[src/rtl/uart_echo_buffer.sv]
// uart_echo_buffer: store-and-forward echo buffer between uart_rx and uart_tx, FIFO or LIFO order
module uart_echo_buffer #(
  parameter int DATA_WIDTH   = 8,
  parameter int DEPTH        = 4,
  parameter int LIFO         = 0,
  parameter int THRESHOLD    = DEPTH,
  parameter int TIMEOUT_CLKS = 0
) (
  input  logic                       hwclk,
  input  logic                       rst_n,
  input  logic                       rx_dv,
  input  logic [DATA_WIDTH-1:0]      rx_byte,
  input  logic                       tx_active,
  input  logic                       tx_done,
  output logic                       tx_dv,
  output logic [DATA_WIDTH-1:0]      tx_byte,
  output logic [$clog2(DEPTH+1)-1:0] count,
  output logic                       full,
  output logic                       empty,
  output logic                       draining,
  output logic                       overflow,
  output logic [15:0]                drop_count
);
  localparam int AW = $clog2(DEPTH);
  localparam int CW = $clog2(DEPTH + 1);
  localparam int TW = (TIMEOUT_CLKS > 1) ? $clog2(TIMEOUT_CLKS) : 1;
  localparam logic [CW-1:0] DEPTH_C = CW'(DEPTH);
  localparam logic [CW-1:0] THR_C = CW'(THRESHOLD);
  localparam logic [TW-1:0] TLAST = TW'((TIMEOUT_CLKS > 0) ? TIMEOUT_CLKS - 1 : 0);

  typedef enum logic {S_FILL, S_DRAIN} state_t;

  state_t                state_q, state_d;
  logic [DATA_WIDTH-1:0] mem_q [DEPTH];
  logic [AW-1:0]         wr_ptr_q, wr_ptr_d, rd_ptr_q, rd_ptr_d;
  logic [AW-1:0]         top_addr, rd_addr, wr_addr;
  logic [CW-1:0]         count_q, count_d;
  logic [TW-1:0]         timer_q, timer_d;
  logic                  busy_q, busy_d;
  logic                  tx_dv_q;
  logic [DATA_WIDTH-1:0] tx_byte_q, tx_byte_d;
  logic                  full_q, empty_q;
  logic                  overflow_q, overflow_d;
  logic [15:0]           drop_q, drop_d;
  logic                  launch, push, timeout_hit;

  // Datapath: a launch pops before the push, so a push at full is taken when a pop frees the slot;
  // in LIFO the stack pointer is the fill count itself.
  always_comb begin
    launch     = (state_q == S_DRAIN) && !busy_q && !tx_active && (count_q != '0);
    push       = rx_dv && ((count_q != DEPTH_C) || launch);
    top_addr   = AW'(count_q - CW'(1));
    rd_addr    = (LIFO != 0) ? top_addr : rd_ptr_q;
    wr_addr    = (LIFO != 0) ? (launch ? top_addr : AW'(count_q)) : wr_ptr_q;
    rd_ptr_d   = rd_ptr_q + AW'(launch);
    wr_ptr_d   = wr_ptr_q + AW'(push);
    count_d    = count_q + CW'(push) - CW'(launch);
    busy_d     = launch || (busy_q && !tx_done);
    tx_byte_d  = launch ? mem_q[rd_addr] : tx_byte_q;
    overflow_d = rx_dv && !push;
    drop_d     = (overflow_d && (drop_q != 16'hFFFF)) ? drop_q + 16'd1 : drop_q;
  end

  // Next state: fill until threshold or idle timeout, drain until the buffer and uart_tx are both idle.
  always_comb begin
    timeout_hit = (TIMEOUT_CLKS != 0) && (count_q != '0) && (timer_q == TLAST);
    state_d     = (state_q == S_FILL) ? (((count_d >= THR_C) || timeout_hit) ? S_DRAIN : S_FILL)
                                      : ((!busy_q && (count_q == '0)) ? S_FILL : S_DRAIN);
    timer_d     = ((state_q == S_DRAIN) || rx_dv || (count_q == '0) || (TIMEOUT_CLKS == 0)) ? '0
                                                                                           : timer_q + TW'(1);
  end

  // State, pointers, counters and registered status; reset abandons the buffer contents.
  always_ff @(posedge hwclk) begin
    if (!rst_n) begin
      state_q    <= S_FILL;
      wr_ptr_q   <= '0;
      rd_ptr_q   <= '0;
      count_q    <= '0;
      timer_q    <= '0;
      busy_q     <= 1'b0;
      tx_dv_q    <= 1'b0;
      tx_byte_q  <= '0;
      full_q     <= 1'b0;
      empty_q    <= 1'b1;
      overflow_q <= 1'b0;
      drop_q     <= '0;
    end else begin
      state_q    <= state_d;
      wr_ptr_q   <= wr_ptr_d;
      rd_ptr_q   <= rd_ptr_d;
      count_q    <= count_d;
      timer_q    <= timer_d;
      busy_q     <= busy_d;
      tx_dv_q    <= launch;
      tx_byte_q  <= tx_byte_d;
      full_q     <= (count_d == DEPTH_C);
      empty_q    <= (count_d == '0);
      overflow_q <= overflow_d;
      drop_q     <= drop_d;
    end
  end

  // Storage array, never cleared; writes are blocked while in reset.
  always_ff @(posedge hwclk) begin
    if (rst_n && push) mem_q[wr_addr] <= rx_byte;
  end

  assign tx_dv      = tx_dv_q;
  assign tx_byte    = tx_byte_q;
  assign count      = count_q;
  assign full       = full_q;
  assign empty      = empty_q;
  assign draining   = (state_q == S_DRAIN);
  assign overflow   = overflow_q;
  assign drop_count = drop_q;
endmodule
[config.mk]
export PLATFORM = sky130hd
export DESIGN_NAME = uart_echo_buffer
export DESIGN_NICKNAME = d
export VERILOG_FILES = /design/src/rtl/uart_echo_buffer.sv
export SDC_FILE = /design/constraint.sdc
export NUM_CORES = 1
export LEC_CHECK = 0
export CAP_MARGIN = 20
export CORE_UTILIZATION = 30
export DETAILED_ROUTE_END_ITERATION = 8
export PLACE_DENSITY_LB_ADDON = 0.3
export SLEW_MARGIN = 20
export SYNTH_ARGS = -nofsm -noshare
export SYNTH_HDL_FRONTEND = slang
export SYNTH_SLANG_ARGS = --single-unit
[constraint.sdc]
create_clock -name hwclk -period 3.3 [get_ports hwclk]
set_clock_uncertainty 0.2 [all_clocks]
set_input_delay 0.495 -clock hwclk [delete_from_list [all_inputs] [get_ports hwclk]]
set_output_delay 0.495 -clock hwclk [all_outputs]
set_load 0.005 [all_outputs]
; Word-level counts from Yosys, hierarchy flattened
; Memories as Yosys holds them, arrays and structs flattened. A register that Yosys moved wholly into a read port is not among the register bits.
; Index checks and enable logic that the tools add are counted.
; Widths: inputs -> output; s select.
[totals]
latchBits = 0
rom_bits = 0
memories = 1
regBits = 29
inputBits = 13
mem_bits_rw = 32
out_inout_bits = 32
wordCells = 44
[op_classes]
mul = 0
n_addsub = 5
muxes = 5
div_mod_pow = 0
n_eq_ne = 3
shift = 0
reduce_logical = 19
order_cmp = 1
n_bitwise = 0
[mem_list]
columns = memory, words, word_bits, read_ports, rd_ports_with_merged_regs, wr, line
row1 = mem_q, 4, 8, 1, 1, 1, 34  ; logic [DATA_WIDTH-1:0] mem_q [DEPTH];
[ops]
columns = operator, count
row1 = $add 16x1->16 const B, 1
row2 = $ne 16x16->1 const B, 1
row3 = $logic_and 1x1->1, 9
row4 = $logic_not 3->1, 2
row5 = $logic_not 1->1, 5
row6 = $mux 1, 5
row7 = $add 2x1->2, 2
row8 = $add 3x1->3, 1
row9 = $eq 3x3->1 const B, 1
row10 = $ge 3x3->1 const B, 1
row11 = $ne 3x3->1 const B, 1
row12 = $reduce_bool 3->1, 1
row13 = $sub 3x1->3, 1
row14 = $logic_or 1x1->1, 2

; Longest topological paths before layout
; Gate-level depths: netlist of run 1.
[logic_depth]
ltp_word = 11
ltp_mapped = 12
depth_no_buf = 12

; Worst setup path before layout of run 1
; OpenSTA, ideal clock, no wires.
[synth_timing]
path_kind = input port to flip-flop
startpoint = in tx_active
endpoint = reg state_q, in the netlist draining
setup_slack_ns = 0.364
arrival_time_ns = 2.641
path_stages = 11
required_ns = 3.005
path_buffers = 0
setup_time_ns = 0.095
path_cell_list = or3b_2 -> a31oi_1 -> inv_1 -> ha_1 -> inv_1 -> ha_1 -> inv_1 -> fa_1 -> xor2_1 -> xnor2_1 -> a221oi_1
[synth_via]
elab_chain_cells = 10
[synth_lines]
columns = item, line
row1 = start: declaration, 13  ; input logic tx_active,
row2 = $logic_not 1->1 (*), 50  ; launch = (state_q == S_DRAIN) && !busy_q && !tx_active && (count_q != '0);
row3 = $logic_and 1x1->1 (*) (2 in a row), 50
row4 = $logic_or 1x1->1, 51  ; push = rx_dv && ((count_q != DEPTH_C) || launch);
row5 = $logic_and 1x1->1, 51
row6 = $add 3x1->3, 57  ; count_d = count_q + CW'(push) - CW'(launch);
row7 = $sub 3x1->3 (*), 57
row8 = $ge 3x3->1 (*), 67  ; state_d = (state_q == S_FILL) ? (((count_d >= THR_C) || timeout_hit) ? S_DRAIN : S_FILL)
row9 = $mux 1 (*) (2 in a row), 67
row10 = end signal: assignment, 89  ; state_q <= state_d;
row11 = end: declaration, 33  ; state_t state_q, state_d;
; Mark *: on every way between the ends. The rest lies on a longest branch, timed or not.
; A chain may end at the register's enable or synchronous reset.

; Worst setup path in the final report of run 1
[layout_timing]
startpoint = in tx_active
endpoint = reg empty_q, in the netlist empty
[layout_via]
elab_chain_cells = 8
[layout_lines]
columns = item, line
row1 = $logic_not 1->1 (*), 50
row2 = $logic_and 1x1->1 (*) (2 in a row), 50
row3 = $logic_or 1x1->1, 51
row4 = $logic_and 1x1->1, 51
row5 = $add 3x1->3, 57
row6 = $sub 3x1->3 (*), 57
row7 = $logic_not 3->1 (*), 98  ; empty_q <= (count_d == '0);
row8 = end signal: assignment, 98
row9 = end: declaration, 42  ; logic full_q, empty_q;
; Marked as above.

==> impl_results.md, run 1 <==
- Async SR Flop Fraction: 0
- Worst slack, placed: -238 ps
- Crit end category: flip-flop
- Critical Path RT: around 3400 ps
- CTS clk-pin slew, worst paths: about 80 ps
- Area grow syn2layout: 29.8%
- Final WL: just under 6000 um
- Final #Nets: between 300 and 400
- Row Count: 35
- Post-CTS Resized: 0
- Peak supply drop: between 300 and 400 uV
- Commonest non-fill, non-tap cells in the layout: 44 x clkdlybuf4s50_1, 37 x dfxtp_1, 32 x edfxtp_1
- Net switching power: between 0.5 and 0.6 mW
- Mux contribution to synthesized area: 0.0705
- Avg Inst Size Synth: 12.0 um^2
- Sw Ratio: 0.247
- Die Y-Extent: 99.3 um
- Maxcap violations: 0
- Syn Std Cell Area: roughly 0.0028 mm^2
- Share of the synthesized area in the top cell type: 0.338
- DR vias: 2035
- CP arrival: 3210 ps
- Final setup violation count: 0
- Synth Register Bits: between 60 and 70
- CTS Sinks: between 60 and 70
- Simple-gate share of the synthesized area: 0.180
- Synth Area in Compound Gates: 0.0868
- Sequential power share: 0.477
- Die X-Extent: 99.3 um
- Worst hold path type: flip-flop to flip-flop
- Starting Density: 0.309
- Max Freq: 319 MHz
- GRT Resource Usage Total: 0.129
- Yosys top cell by area: edfxtp_1
- Largest family of logic cells by synthesized area: simple AND/OR/NAND/NOR gates
- Most common cell after layout, fill and taps aside: clkdlybuf4s50_1
- N_diodes: 0
- Final Wtd Congestion: approximately 0.79
- Final Cycle Share: 0.951
- Number of port buffers: 44
- Post-Syn Instances: 236
- Synth area leaders: edfxtp_1 34%, dfxtp_1 26%, mux4_2 6.3%, a21oi_1 3.7%, nand2_1 3.7%
- Core ar.: approximately 0.0092 mm^2
- Post-synth EDFFs: 32
- Final HPWL DP: a little over 4000 um
- Critical Path Fanout Max: 3
- Min-delay src: tx_byte[5]
- Fill cell count: a little over 900
- Max Slew Vio Count: 0
- Adder-Cell Fraction of Synth Area: 0.0291
- Antenna Nets Post-Route: 0
- RSZ-0062 raised after global routing: false
- CP top delay family: adder cells
- Pleak: between 1 and 1.5 nW
- Initial antenna violation count: 0
- Drt pass-1 iters: 4
- Worst-case clock buffer depth: 2
- Pin count of the biggest net entering global routing: 30
- Final worst setup slack: roughly 160 ps
- I/O Pins: between 40 and 50
- Total negative setup slack: 0 ps
- Status: complete, no violations
- Sequential-to-total area share from yosys stat: 0.599
- DRC errors left: 0
- Synth Flop Type: dfxtp_1
- Slowest stage delay, CP: between 400 and 500 ps
- Root buf cell: clkbuf_8
- Drt via density: ~5.0
- CP bufs+invs: 4
- Die ar.: roughly 0.01 mm^2
- End-of-flow core utilization: 0.401
- Post-DR wirelength/cell: ~15 um
- Fin. Hold Viols: 0
- Critical path class: primary input to flip-flop
- Ys Warns: 0
- Postcts setup bufs: 0
- Worst Tran Pin Value: 983 ps
- CTS tree: yes
- CP Launch Point: tx_active
- Most common cell on crit path: inv_1
- CP Launch Type: primary input
- Hold buffer count at cts: 0
- XOR/XNOR Fraction of Synth Area: 0.0123
- First-pass GRT wire length: approximately 9700 um
- Netlist cell types: 37
- Gr ovfl total: 0
- Later-pin clock latency in the skew report: roughly 340 ps
- Slew HR: 0.344
- Layout cells sized above 1: 0.135
- Total CTS buffers: 9
- Vias in the first global route: about 2000
- Slowest cell on crit path: or3b_2
- Critical path cell sequence: clkdlybuf4s50_1, or3b_2, a31oi_1, inv_1, ha_1, inv_1, ha_1, inv_1, fa_1, xor2_1, xnor2_2, nor2_1, a21oi_1
- Post-route minimum period: between 3000 and 4000 ps
- Cell internal pwr: approximately 1.6 mW
- Reg2reg start: draining
- Htree depth: 3
- PD cells: approximately 600 mW/mm^2
- Clock share of power: 0.356
- Initial DRC Count: 42
- Post-Syn Nets: 255
- Combinational share of power: 0.167
==> cell type report <==
class | count | area [um^2] | share of cell area
multi-input cells | 150 | 1080 | 0.294
clock inverters | 5 | 83.8 | 0.0227
well taps | 111 | 139 | 0.0377
clock buffers | 11 | 141 | 0.0384
flip-flops and latches | 69 | 1700 | 0.462
repair buffers | 53 | 508 | 0.138
inverters | 8 | 30.0 | 0.00815
==> state kept, by name (all words and copies together), names as in the netlist <==
| name | flops |
|---|---|
| full | 1 |
| overflow | 1 |
| draining | 1 |
| count | 3 |
| tx_dv | 1 |
| empty | 1 |
| busy_q | 1 |
| mem_q | 32 |
| tx_byte | 8 |
| drop_count | 16 |
| wr_addr | 2 |
| rd_addr | 2 |
==> through the flow <==
step	cell area [um^2]	power [mW]	instances	hold WS, ps
final	3690	2.16	407	256
after global routing	3690	2.26	407	287
after CTS	3680	2.18	407	261
after detailed placement	3450	1.40	391	250
after global placement	3450	1.39	391	253
after floorplan	2840	1.23	236	253
==> routing by layer <==
metal,wire [um],up-vias,global-route usage
met5,0,-,0
met4,53,0,0.0509
met3,286,8,0.0422
met2,2920,45,0.220
met1,2660,985,0.151
li1,-,997,-
==> cells by family (layout without fill, tap and decap cells) <==
family	count (synthesis)	in the layout
xor+xnor	4	4
fa+ha+maj	6	6
buf+inv	17	77
flops	69	69
compound gates	40	40
simple gates	90	90
mux	10	10
==> path summary, 6_finish.rpt <==
| kind | to | slack (ps) | depth (start not counted) |
|---|---|---|---|
| max | empty | 160 | 13 |
| min | tx_byte[5] | 260 | 2 |
| max reg2reg | empty | 390 | 12 |
| min reg2reg | tx_byte[5] | 260 | 2 |
==> worst reg2reg max path, stage by stage (launching register included) <==
cell,delay [ps]
dfxtp_1,380
or3b_2,480
a31oi_1,240
inv_1,70
ha_1,260
inv_1,50
ha_1,120
inv_1,40
fa_1,370
xor2_1,230
xnor2_2,160
nor2_1,90
a21oi_1,150
==> power groups by stage <==
stage,sequential (mW),combinational [mW],clock (mW)
6_report,1.03,0.359,0.769
5_1_grt,1.04,0.395,0.824
4_1_cts,1.03,0.354,0.792
3_5_place_dp,1.05,0.353,0
3_3_place_gp,1.05,0.345,0
2_1_floorplan,1.03,0.198,0
==> cells in the mapped netlist, types with 2 or more instances <==
cell type	instances
nor4_1	2
a21oi_1	21
o211a_1	2
and2_1	4
o31ai_1	9
nor4b_1	2
nand2_1	28
or3_1	4
o21ai_0	4
edfxtp_1	32
nand3_1	4
nor3_1	5
nor2_1	9
ha_1	5
inv_1	7
dfxtp_1	37
or4_1	7
nor3b_1	3
clkbuf_1	9
or2_2	2
xnor2_1	3
and3_1	2
nand4_1	6
mux2i_1	2
or3b_2	2
mux4_2	8
nand2b_1	7
Note: power is estimated with default switching activity, not from simulation.
==> run 2: changes to the inputs <==
--- a/config.mk
+++ b/config.mk
@@ -6,7 +6,7 @@
 export NUM_CORES = 1
 export LEC_CHECK = 0
 export CAP_MARGIN = 20
-export CORE_UTILIZATION = 30
+export CORE_UTILIZATION = 50
 export DETAILED_ROUTE_END_ITERATION = 8
 export PLACE_DENSITY_LB_ADDON = 0.3
 export SLEW_MARGIN = 20
==> constraint.sdc (replaced) <==
create_clock -name hwclk -period 3.3 [get_ports hwclk]
set_clock_uncertainty 0.2 [all_clocks]
set_input_delay 0.825 -clock hwclk [delete_from_list [all_inputs] [get_ports hwclk]]
set_output_delay 0.825 -clock hwclk [all_outputs]
set_load 0.005 [all_outputs]
==> impl_results.md, run 2 (synthesis gave the netlist of run 1 again) <==
- Status: complete, but fails checks
- Failing checks: DRC
- Most common cell after layout, fill and taps aside: clkdlybuf4s50_1
- Die X-Extent: ~77 um
- Root buf cell: clkbuf_8
- Starting Density: 0.516
- Final setup violation count: 0
- Final Wtd Congestion: about 0.8
- Critical Path Fanout Max: 3
- Final #Nets: 313
- WHS Path Cells: 2
- Critical Path RT: 3370 ps
- Later-pin clock latency in the skew report: approximately 340 ps
- First-pass GRT wire length: 8980 um
- Fill cell count: about 420
- Row Count: 27
- Initial DRC Count: between 60 and 70
- I/O Pins: 45
- Post-route minimum period: ~3100 ps
- Max Freq: 320 MHz
- Final HPWL DP: 3740 um
- Hold buffer count at cts: 0
- Worst Tran Pin Value: between 600 and 700 ps
- Final Cycle Share: 0.947
- Crit end category: flip-flop
- N_diodes: 0
- Drt pass-1 iters: 6
- Total CTS buffers: 9
- Area grow syn2layout: 27.2%
- Maxcap violations: 0
- Register name with the most flops: mem_q
- Worst-case clock buffer depth: 2
- Vias in the first global route: between 1500 and 2000
- Pin count of the biggest net entering global routing: 17
- Largest register FFs: 32
- Depth of the worst register-to-register path: 12
- Total negative setup slack: 0 ps
- Initial antenna violation count: 0
- CTS Sinks: slightly below 70
- Pleak: roughly 1.2 nW
- Slew HR: 0.585
- Layout cells sized above 1: 0.147
- CTS clk-pin slew, worst paths: about 70 ps
- CTS tree: yes
- RSZ-0062 raised after global routing: false
- Core ar.: roughly 0.0055 mm^2
- CP arrival: between 3000 and 4000 ps
- DRC errors left: 2
- Placed insts: around 360
- Htree depth: 3
- Post-layout instance count excluding filler cells: around 370
- Peak supply drop: approximately 360 uV
- Worst hold path type: flip-flop to flip-flop
- DR vias: approximately 2000
- Drt via density: between 5 and 6
- Post-DR wirelength/cell: 14.4 um
- PD cells: 547 mW/mm^2
- Gr ovfl total: 0
- Commonest non-fill, non-tap cells in the layout: 43 x clkdlybuf4s50_1, 37 x dfxtp_1, 32 x edfxtp_1
- Max Slew Vio Count: 0
- Critical path class: primary input to flip-flop
- Number of port buffers: 44
- Die Y-Extent: just under 80 um
- Postcts setup bufs: 0
- CP Launch Type: primary input
- Final WL: around 5300 um
- Fin. Hold Viols: 0
- Antenna Nets Post-Route: 0
- GRT Resource Usage Total: 0.199
- Hold Slack: ~260 ps
- Die ar.: 0.00599 mm^2
-- run 2: cell count changes in the layout (fill, tap and decap cells not counted), sizes merged --
cell,change
clkdlybuf4s50,-1
dlygate4sd2,+1
buf,+3
bufinv,-2
clkinv,+2
clkbuf,-1
inv,+1
-- run 2: critical path: stages --
cell and delay (ps):
dlygate4sd2_1 250, or3b_4 420, a31oi_4 210, inv_1 60, ha_1 260, inv_1 60
ha_1 130, inv_1 50, fa_2 330, xor2_1 150, xnor2_1 240, nor2_1 100
a21oi_1 120
-- run 2: cell type report --
| cell class | instances | area (um^2) | area share |
|---|---|---|---|
| repair buffers | 56 | 529 | 0.147 |
| clock inverters | 6 | 38.8 | 0.0107 |
| multi-input cells | 150 | 1090 | 0.303 |
| well taps | 72 | 90.1 | 0.0249 |
| flip-flops and latches | 69 | 1700 | 0.471 |
| clock buffers | 10 | 128 | 0.0353 |
| inverters | 8 | 30.0 | 0.00831 |
-- run 2: through the flow --
| stage | area [um^2] | worst slack, ps | utilization | total power [mW] |
|---|---|---|---|---|
| finish | 3610 | 175 | 0.656 | 1.98 |
| global route | 3610 | 14.1 | 0.656 | 2.08 |
| CTS | 3610 | 181 | 0.656 | 1.99 |
| detailed placement | 3430 | -464 | 0.622 | 1.40 |
| global placement | 3430 | -405 | 0.622 | 1.39 |
| floorplan | 2840 | 33.7 | - | 1.23 |
-- run 2: final timing paths --
kind / slack (ps) / end / start
hold / removal: 260 / tx_byte[4] / tx_byte[4]
setup / recovery: 170 / empty / tx_active
setup reg to reg: 560 / empty / draining
hold reg to reg: 260 / tx_byte[4] / tx_byte[4]
-- run 2: per-layer routing --
metal	GRT usage	wire, um
met1	0.234	2340
met2	0.335	2640
met3	0.0694	279
met4	0.0736	67
met5	0	0
-- run 2: repair_timing --
item,in CTS,in global routing
cloned,0,0
endpoints found under the setup margin,4,1
pin swaps,4,1
gates resized for setup,5,0
-- run 2: power by group --
part / leakage, nW / switching (mW) / internal, mW / total, mW
Sequential: 0.590 / 0.0597 / 0.970 / 1.03
Combinational: 0.532 / 0.154 / 0.207 / 0.361
Clock: 0.0824 / 0.314 / 0.271 / 0.585
Total: 1.20 / 0.528 / 1.45 / 1.98
